$ cat src/rtl/hazard_scoreboard.sv
// hazard_scoreboard: pending-load scoreboard driving IF/ID and ID/EX stall/flush controls
module hazard_scoreboard #(
    parameter int REG_ADDR_W  = 5,
    parameter int MAX_PENDING = 4,
    parameter int CNT_W       = 16
) (
    input  logic                             clk,
    input  logic                             rst_n,
    input  logic                             id_valid,
    input  logic                             id_memread,
    input  logic [REG_ADDR_W-1:0]            rs1_id,
    input  logic [REG_ADDR_W-1:0]            rs2_id,
    input  logic                             rs1_used,
    input  logic                             rs2_used,
    input  logic [REG_ADDR_W-1:0]            rd_id,
    input  logic                             wb_valid,
    input  logic [REG_ADDR_W-1:0]            wb_rd,
    input  logic                             branch_taken,
    output logic                             stall,
    output logic                             flush_if_id,
    output logic                             flush_id_ex,
    output logic [$clog2(MAX_PENDING+1)-1:0] outstanding,
    output logic                             pending_full,
    output logic [CNT_W-1:0]                 stall_count,
    output logic [CNT_W-1:0]                 flush_count
);
    localparam int NUM_REGS = 2**REG_ADDR_W;
    localparam int OUT_W    = $clog2(MAX_PENDING+1);

    logic [NUM_REGS-1:0] pending_q, pending_d, eff;
    logic [OUT_W-1:0]    outstanding_q, outstanding_d;
    logic [CNT_W-1:0]    stall_count_q, stall_count_d, flush_count_q, flush_count_d;
    logic                wb_hit, raw_hz, waw_hz, cap_hz, hz, issue;

    // Hazard detection, pipeline controls and next-state of scoreboard and counters
    always_comb begin
        eff = pending_q;
        if (wb_valid) eff[wb_rd] = 1'b0;
        wb_hit = wb_valid & pending_q[wb_rd];
        raw_hz = id_valid & ((rs1_used & (rs1_id != '0) & eff[rs1_id]) |
                             (rs2_used & (rs2_id != '0) & eff[rs2_id]));
        waw_hz = id_valid & id_memread & (rd_id != '0) & eff[rd_id];
        cap_hz = id_valid & id_memread & pending_full & ~wb_hit;
        hz = raw_hz | waw_hz | cap_hz;
        stall = ~branch_taken & hz;
        flush_if_id = branch_taken;
        flush_id_ex = branch_taken | hz;
        issue = id_valid & id_memread & (rd_id != '0) & ~hz & ~branch_taken;
        pending_d = pending_q;
        if (wb_hit) pending_d[wb_rd] = 1'b0;
        if (issue) pending_d[rd_id] = 1'b1;
        pending_d[0] = 1'b0;
        outstanding_d = outstanding_q + OUT_W'(issue) - OUT_W'(wb_hit);
        stall_count_d = stall_count_q + CNT_W'(stall & ~(&stall_count_q));
        flush_count_d = flush_count_q + CNT_W'(branch_taken & ~(&flush_count_q));
    end

    // State registers with synchronous active-low reset
    always_ff @(posedge clk) begin
        if (!rst_n) begin
            pending_q     <= '0;
            outstanding_q <= '0;
            stall_count_q <= '0;
            flush_count_q <= '0;
        end else begin
            pending_q     <= pending_d;
            outstanding_q <= outstanding_d;
            stall_count_q <= stall_count_d;
            flush_count_q <= flush_count_d;
        end
    end

    assign outstanding  = outstanding_q;
    assign pending_full = outstanding_q == OUT_W'(MAX_PENDING);
    assign stall_count  = stall_count_q;
    assign flush_count  = flush_count_q;
endmodule

$ cat config.mk
export PLATFORM = sky130hd
export DESIGN_NAME = hazard_scoreboard
export DESIGN_NICKNAME = d
export VERILOG_FILES = /design/src/rtl/hazard_scoreboard.sv
export SDC_FILE = /design/constraint.sdc
export NUM_CORES = 1
export LEC_CHECK = 0
export BUFFER_PORTS_ARGS = -buffer_cell sky130_fd_sc_hd__buf_2
export CAP_MARGIN = 20
export CORE_UTILIZATION = 45
export CTS_CLUSTER_SIZE = 20
export DETAILED_ROUTE_END_ITERATION = 7
export PLACE_DENSITY_LB_ADDON = 0.08
export SYNTH_ARGS = -nofsm -noshare
export SYNTH_HDL_FRONTEND = slang
export SYNTH_SLANG_ARGS = --single-unit
export TNS_END_PERCENT = 5
$ cat constraint.sdc
create_clock -name clk -period 3.7 [get_ports clk]
set_input_delay 0 -clock clk [delete_from_list [all_inputs] [get_ports clk]]
set_output_delay 0 -clock clk [all_outputs]
set_load 0.02 [all_outputs]
### After elaboration in Yosys (flattened, before gate mapping)

Index checks and enable logic that the tools add are counted.

* memories kept: 0
* output and inout bits: 39
* bits of input ports: 28
* bits in registers: 67
* memory bits (writable): 0
* latch bits: 0
* logic and storage cells: 66
* memory bits (read-only): 0

* multiplexer cells: 15
* eq/ne operators: 1
* order comparisons: 6
* div/mod/pow operators: 0
* multipliers: 0
* $add $sub $neg: 4
* reductions and logical operators: 7
* bitwise operators: 28
* shift operators: 0

Operators with widths (count)
* 2-to-1 mux 32 bit: 3
* adder 16 bit: 2
* bitwise AND 1 x 16 -> 16 bit: 2
* bitwise AND 32 bit: 1
* NOT 1 -> 16 bit: 2
* NOT 32 bit: 1
* bitwise OR 32 bit: 1
* AND reduction 16 bit: 2
* < comparator 5 x 6 -> 1 bit, second input constant: 4
* binary-select mux 1 bit (select 5 bit): 4
* nonzero test 5 bit: 3
* bitwise AND 1 bit: 14
* demux 1 bit (select 5 bit): 2
* >= comparator 5 x 1 -> 1 bit, second input constant: 2
* 2-to-1 mux 1 bit: 6
* bitwise OR 1 bit: 4
* adder 3 x 1 -> 3 bit: 1
* equality test 3 bit, second input constant: 1
* NOT 1 bit: 3
* subtractor 3 x 1 -> 3 bit: 1
* logical AND 1 bit: 2

### Depth between registers and ports, before layout

* depth after elaboration: 19
* mapped depth: 20
* mapped depth without buffers: 16

### Least setup slack after synthesis

Ideal clock, no wire load.

* kind: input to register
* start point: input wb_rd[4]
* end point: register outstanding_q[2], in the netlist outstanding[2]
* arrival: 3.323 ns
* path slack: 0.250 ns
* stages on the path: 18
* buffers on the path: 2
* setup time: 0.128 ns
* required time: 3.572 ns
* cells stage by stage: buf_6 > nand4b_2 > o21a_1 > mux4_2 > a22o_1 > o2111ai_2 > o21a_2 > nand2_4 > buf_6 > or2_2 > ha_1 > inv_1 > ha_1 > inv_1 > fa_1 > xor2_1 > xnor2_1 > nor2_1

* cells in the longest elaborated chain, start to end: 19
* elaborated cells on any way between the ends: 31
* classes of those cells: add/sub: 2; order compare: 2; mux: 11; bitwise: 15; reduce/logical: 1

RTL lines
* start, declared: RTL line 17 `input logic [REG_ADDR_W-1:0] wb_rd,`
* < comparator 5 x 6 -> 1 bit (implied by the code) or >= comparator 5 x 1 -> 1 bit (tied branches): RTL line 38 `if (wb_valid) eff[wb_rd] = 1'b0;`
* logical AND 1 bit (implied by the code): RTL line 38
* 2-to-1 mux 1 bit (implied by the code): RTL line 38
* demux 1 bit (select 5 bit): RTL line 38
* NOT 32 bit (no source line)
* bitwise AND 32 bit (no source line)
* 2-to-1 mux 32 bit: RTL line 38
* binary-select mux 1 bit (select 5 bit), on equally long branches: RTL line 40, 41
* 2-to-1 mux 1 bit, on equally long branches: RTL line 40, 41
* bitwise AND 1 bit, on equally long branches: RTL line 40, 41
* bitwise OR 1 bit: RTL line 40 `raw_hz = id_valid & ((rs1_used & (rs1_id != '0) & eff[rs1_id]) |`
* bitwise AND 1 bit: RTL line 40
* bitwise OR 1 bit (2 in a row): RTL line 44 `hz = raw_hz | waw_hz | cap_hz;`
* NOT 1 bit: RTL line 48 `issue = id_valid & id_memread & (rd_id != '0) & ~hz & ~branch_taken;`
* bitwise AND 1 bit (2 in a row): RTL line 48
* adder 3 x 1 -> 3 bit: RTL line 53 `outstanding_d = outstanding_q + OUT_W'(issue) - OUT_W'(wb_hit);`
* subtractor 3 x 1 -> 3 bit (*): RTL line 53
* end signal, assigned: RTL line 67 `outstanding_q <= outstanding_d;`
* end, declared: RTL line 31 `logic [OUT_W-1:0] outstanding_q, outstanding_d;`

Mark *: on every way between the ends. The rest lies on a longest branch, timed or not. The select of a mux whose other input is x is not followed.
A chain may end at the register's enable or synchronous reset.

### Final worst setup path

* start point: register pending_q[26]
* end point: register outstanding_q[2], in the netlist outstanding[2]

* cells in the longest elaborated chain, start to end: 14
* elaborated cells on any way between the ends: 25
* classes of those cells: add/sub: 2; mux: 9; bitwise: 14

RTL lines
* start, declared: RTL line 30 `logic [NUM_REGS-1:0] pending_q, pending_d, eff;`
* start signal, assigned: RTL line 66 `pending_q <= pending_d;`
* bitwise AND 32 bit (no source line)
* 2-to-1 mux 32 bit: RTL line 38
* binary-select mux 1 bit (select 5 bit), on equally long branches: RTL line 40, 41
* 2-to-1 mux 1 bit, on equally long branches: RTL line 40, 41
* bitwise AND 1 bit, on equally long branches: RTL line 40, 41
* bitwise OR 1 bit: RTL line 40
* bitwise AND 1 bit: RTL line 40
* bitwise OR 1 bit (2 in a row): RTL line 44
* NOT 1 bit: RTL line 48
* bitwise AND 1 bit (2 in a row): RTL line 48
* adder 3 x 1 -> 3 bit: RTL line 53
* subtractor 3 x 1 -> 3 bit (*): RTL line 53

Marked as above.

==> impl_metrics.json <==
{
  "status": "finished, final reports clean",
  "io_pins": 67,
  "met3RoutedLength_um": 1808,
  "clockBufferDepth": 2,
  "rsz0062_at_grt": "false",
  "antenna_found_initial": 0,
  "tightestPinTransition_ns": 0.5269,
  "slew_violations": 0,
  "drt_iter0_drc": 481,
  "tritoncts": "done",
  "drv_cap": 0,
  "antennaDiodeCount": 0,
  "synth_edf_count": 0,
  "finalHoldViolCount": 0,
  "postCtsHoldBufs": 0,
  "yosysTopAreaCellShare_pct": 28.06,
  "crit_fanout": 5,
  "maxSlewHeadroom_pct": 64.87,
  "max_freq_mhz": 278.2,
  "gr-total-overflow": 0,
  "slowest_delay_ns": 0.51,
  "grt_max_degree": 43,
  "core_mm2": 0.009955,
  "grtUsageTotal_pct": 29.51,
  "drt-vias-per-instance": 6.330,
  "drc": 0,
  "die_x_um": 104.3,
  "top_layer_used": "met4",
  "synth.cell_area_mm2": 0.004710,
  "fillCellCount": 929,
  "root_buffer": "clkbuf_8",
  "ys_seq_elements": 66,
  "num_vias": 5026,
  "finClkSkew_ns": 0.01464,
  "fin_cells": 794,
  "synth_cells": 571,
  "yosysWarnings": 0,
  "layout_min_cycle_time_ns": 3.594,
  "wire_per_inst_um": 20.37,
  "place_congestion": 1.013,
  "start_util_pct": 47.31,
  "required_ns": 3.92,
  "critical_path_class": "register to register",
  "hpwl_um": 12180,
  "cp_cell_sequence": "mux4_2 > or3b_2 > o211ai_1 > o41ai_1 > buf_4 > nand3_1 > o21a_2 > nand2_4 > or2_2 > ha_1 > inv_1 > ha_1 > inv_1 > fa_1 > xor2_1 > xnor2_1 > nor2_1",
  "yosysUniqueCellTypes": 70,
  "nNetsFinal": 691,
  "synth_seq_area_share_pct": 28.06,
  "place.port_buffers": 66,
  "vdd_drop_max_v": 0.0002106,
  "endpoint_kind": "register",
  "numClockSinks": 66,
  "critical_path_buf_inv_count": 3,
  "crit_arrival_ns": 3.81,
  "cts_setup_buffers": 0,
  "powerDensity_mw_per_mm2": 298.2,
  "first_pass_iters": 5,
  "clkTransAtPathRegs_ns": 0.08,
  "rows": 36,
  "finalCritPeriodShare_pct": 97.14,
  "first_global_vias": 4629,
  "syn_nets": 606,
  "dp.cells": 778,
  "startpoint_type": "register",
  "ant_nets": 0,
  "r2r_slack_ns": 0.11,
  "setup_viol": 0,
  "htreeDepth": 3,
  "synth_top_area_cell": "dfxtp_1",
  "area_growth_pct": 20.14,
  "grt_pass1_wl_um": 24940,
  "design.die.area_mm2": 0.01088,
  "route.met2.wl_um": 7035,
  "hp-class": "primary input to register",
  "p_leak_nw": 2.129,
  "wl_met1_um": 6800,
  "ys.flop_type": "dfxtp_1",
  "drive_gt1_share_pct": 26.93,
  "crit_slowest_cell": "dfxtp_1",
  "wl_um": 16180,
  "cts_inserted_buffers": 9,
  "power_mw": 1.687,
  "avgSynthCellArea_um2": 8.248,
  "synth_area_leaders": "dfxtp_1 (28%), o21ai_0 (5.3%), o211ai_1 (4.8%)",
  "die_h_um": 104.3,
  "clk_latency_ns": 0.35,
  "crit_family": "simple AND/OR/NAND/NOR gates",
  "async_flop_share_pct": 0
}
[report_power, final]
part           internal, mW  leakage, nW  total (mW)  switching, mW
Combinational        0.0929         1.49       0.267          0.174
Clock                 0.399        0.109       0.698          0.299
Sequential            0.716        0.532       0.723        0.00661
[cell families after synthesis]
logic type | Yosys count | synth area share (%)
XOR/XNOR | 27 | 5.021
AO/OA/AOI/OAI | 169 | 25.21
AND/OR/NAND/NOR | 216 | 25.74
buffers and inverters | 59 | 5.685
multiplexers | 27 | 8.262
adder cells (fa/ha/maj) | 7 | 2.019
flip-flops | 66 | 28.06
[worst reg2reg max path: cells and delay by family, from the launching register on]
| kind | cells | cell delay [ns] |
|---|---|---|
| AO/OA/AOI/OAI | 3 | 0.37 |
| XOR/XNOR | 2 | 0.33 |
| adder cells (fa/ha/maj) | 3 | 0.77 |
| buffers and inverters | 3 | 0.26 |
| flip-flops | 1 | 0.51 |
| multiplexers | 1 | 0.29 |
| AND/OR/NAND/NOR | 5 | 0.94 |
[per-stage QoR]
step                TNS [ns]  hold WS (ns)  instance area [um^2]  util (%)  worst slack, ns
floorplan                  0        0.1126                  4710         -           0.2498
global placement           0        0.2982                  5416     54.41          0.02254
detailed placement  -0.01975        0.3001                  5416     54.41         -0.01975
CTS                        0       0.08171                  5643     56.69           0.1120
global route               0        0.1125                  5658     56.84         0.001860
finish                     0        0.1241                  5658     56.84           0.1057
[final timing paths]
path                                                  from                          to  cells past startpoint
worst max-delay path              pending_q[26]$_SDFF_PN0_   outstanding[2]$_SDFF_PN0_                     17
worst min-delay path                              rd_id[4]    pending_q[22]$_SDFF_PN0_                      3
worst max register to register    pending_q[26]$_SDFF_PN0_   outstanding[2]$_SDFF_PN0_                     17
worst min register to register  flush_count[11]$_SDFF_PN0_  flush_count[11]$_SDFF_PN0_                      2
[registers in the layout, indices dropped and copies added, names as in the netlist]
| register | cells |
|---|---|
| flush_count | 16 |
| outstanding | 3 |
| pending_q | 31 |
| stall_count | 16 |
[synth_stat cells (10+ instances only)]
cell type  instances
nand3_1           27
inv_1             10
o21a_1            11
nand2_1           34
or2_2             10
o2111ai_1         15
or3_1             32
xor2_1            23
dfxtp_1           66
o21ai_0           50
clkbuf_1          34
nor2_1            37
nand4_1           10
a21oi_1           17
o211ai_1          30
nor2b_1           13
mux2i_1           13
[what timing repair did]
action	4_1_cts	5_1_grt
gates resized for setup	0	5
endpoints found under the setup margin	0	6
hold endpoints to repair	0	0
[area by class of cell]
type                       count  area [um^2]  area share [%]
clock buffer                  10        137.6           2.433
clock inverter                 6        88.84           1.570
inverter                      10        37.54          0.6634
multi-input combinational    446         3132           55.35
sequential                    66         1321           23.35
tap                          133        166.4           2.941
timing repair buffer         123        774.5           13.69
[layer usage]
metal / vias up / GRT usage [%]
met2: 269 / 43.14
met5: - / 0
li1: 2331 / -
met4: 0 / 14.29
met1: 2379 / 39.76
met3: 47 / 8.083
[placed cells by master (no fill, tap or decap), drive strengths merged, types with 3 or more instances in the layout]
cell and instances:
o211ai 30, inv 11, nor4 4, o2111ai 16
mux4 9, nor2 37, nand3 27, or3 32
o311ai 3, mux2i 13, clkbuf 10, nand2 35
nand2b 9, mux2 5, dfxtp 66, nand4 10
xnor2 4, nor2b 13, a211oi 3, or2 11
o22ai 7, o41ai 10, and2 7, a21oi 17
o21a 12, buf 123, nand4b 4, xor2 23
ha 6, nor3 9, nand4bb 3, and3 4
o21ai 52
(Power assumes the default switching activity.)
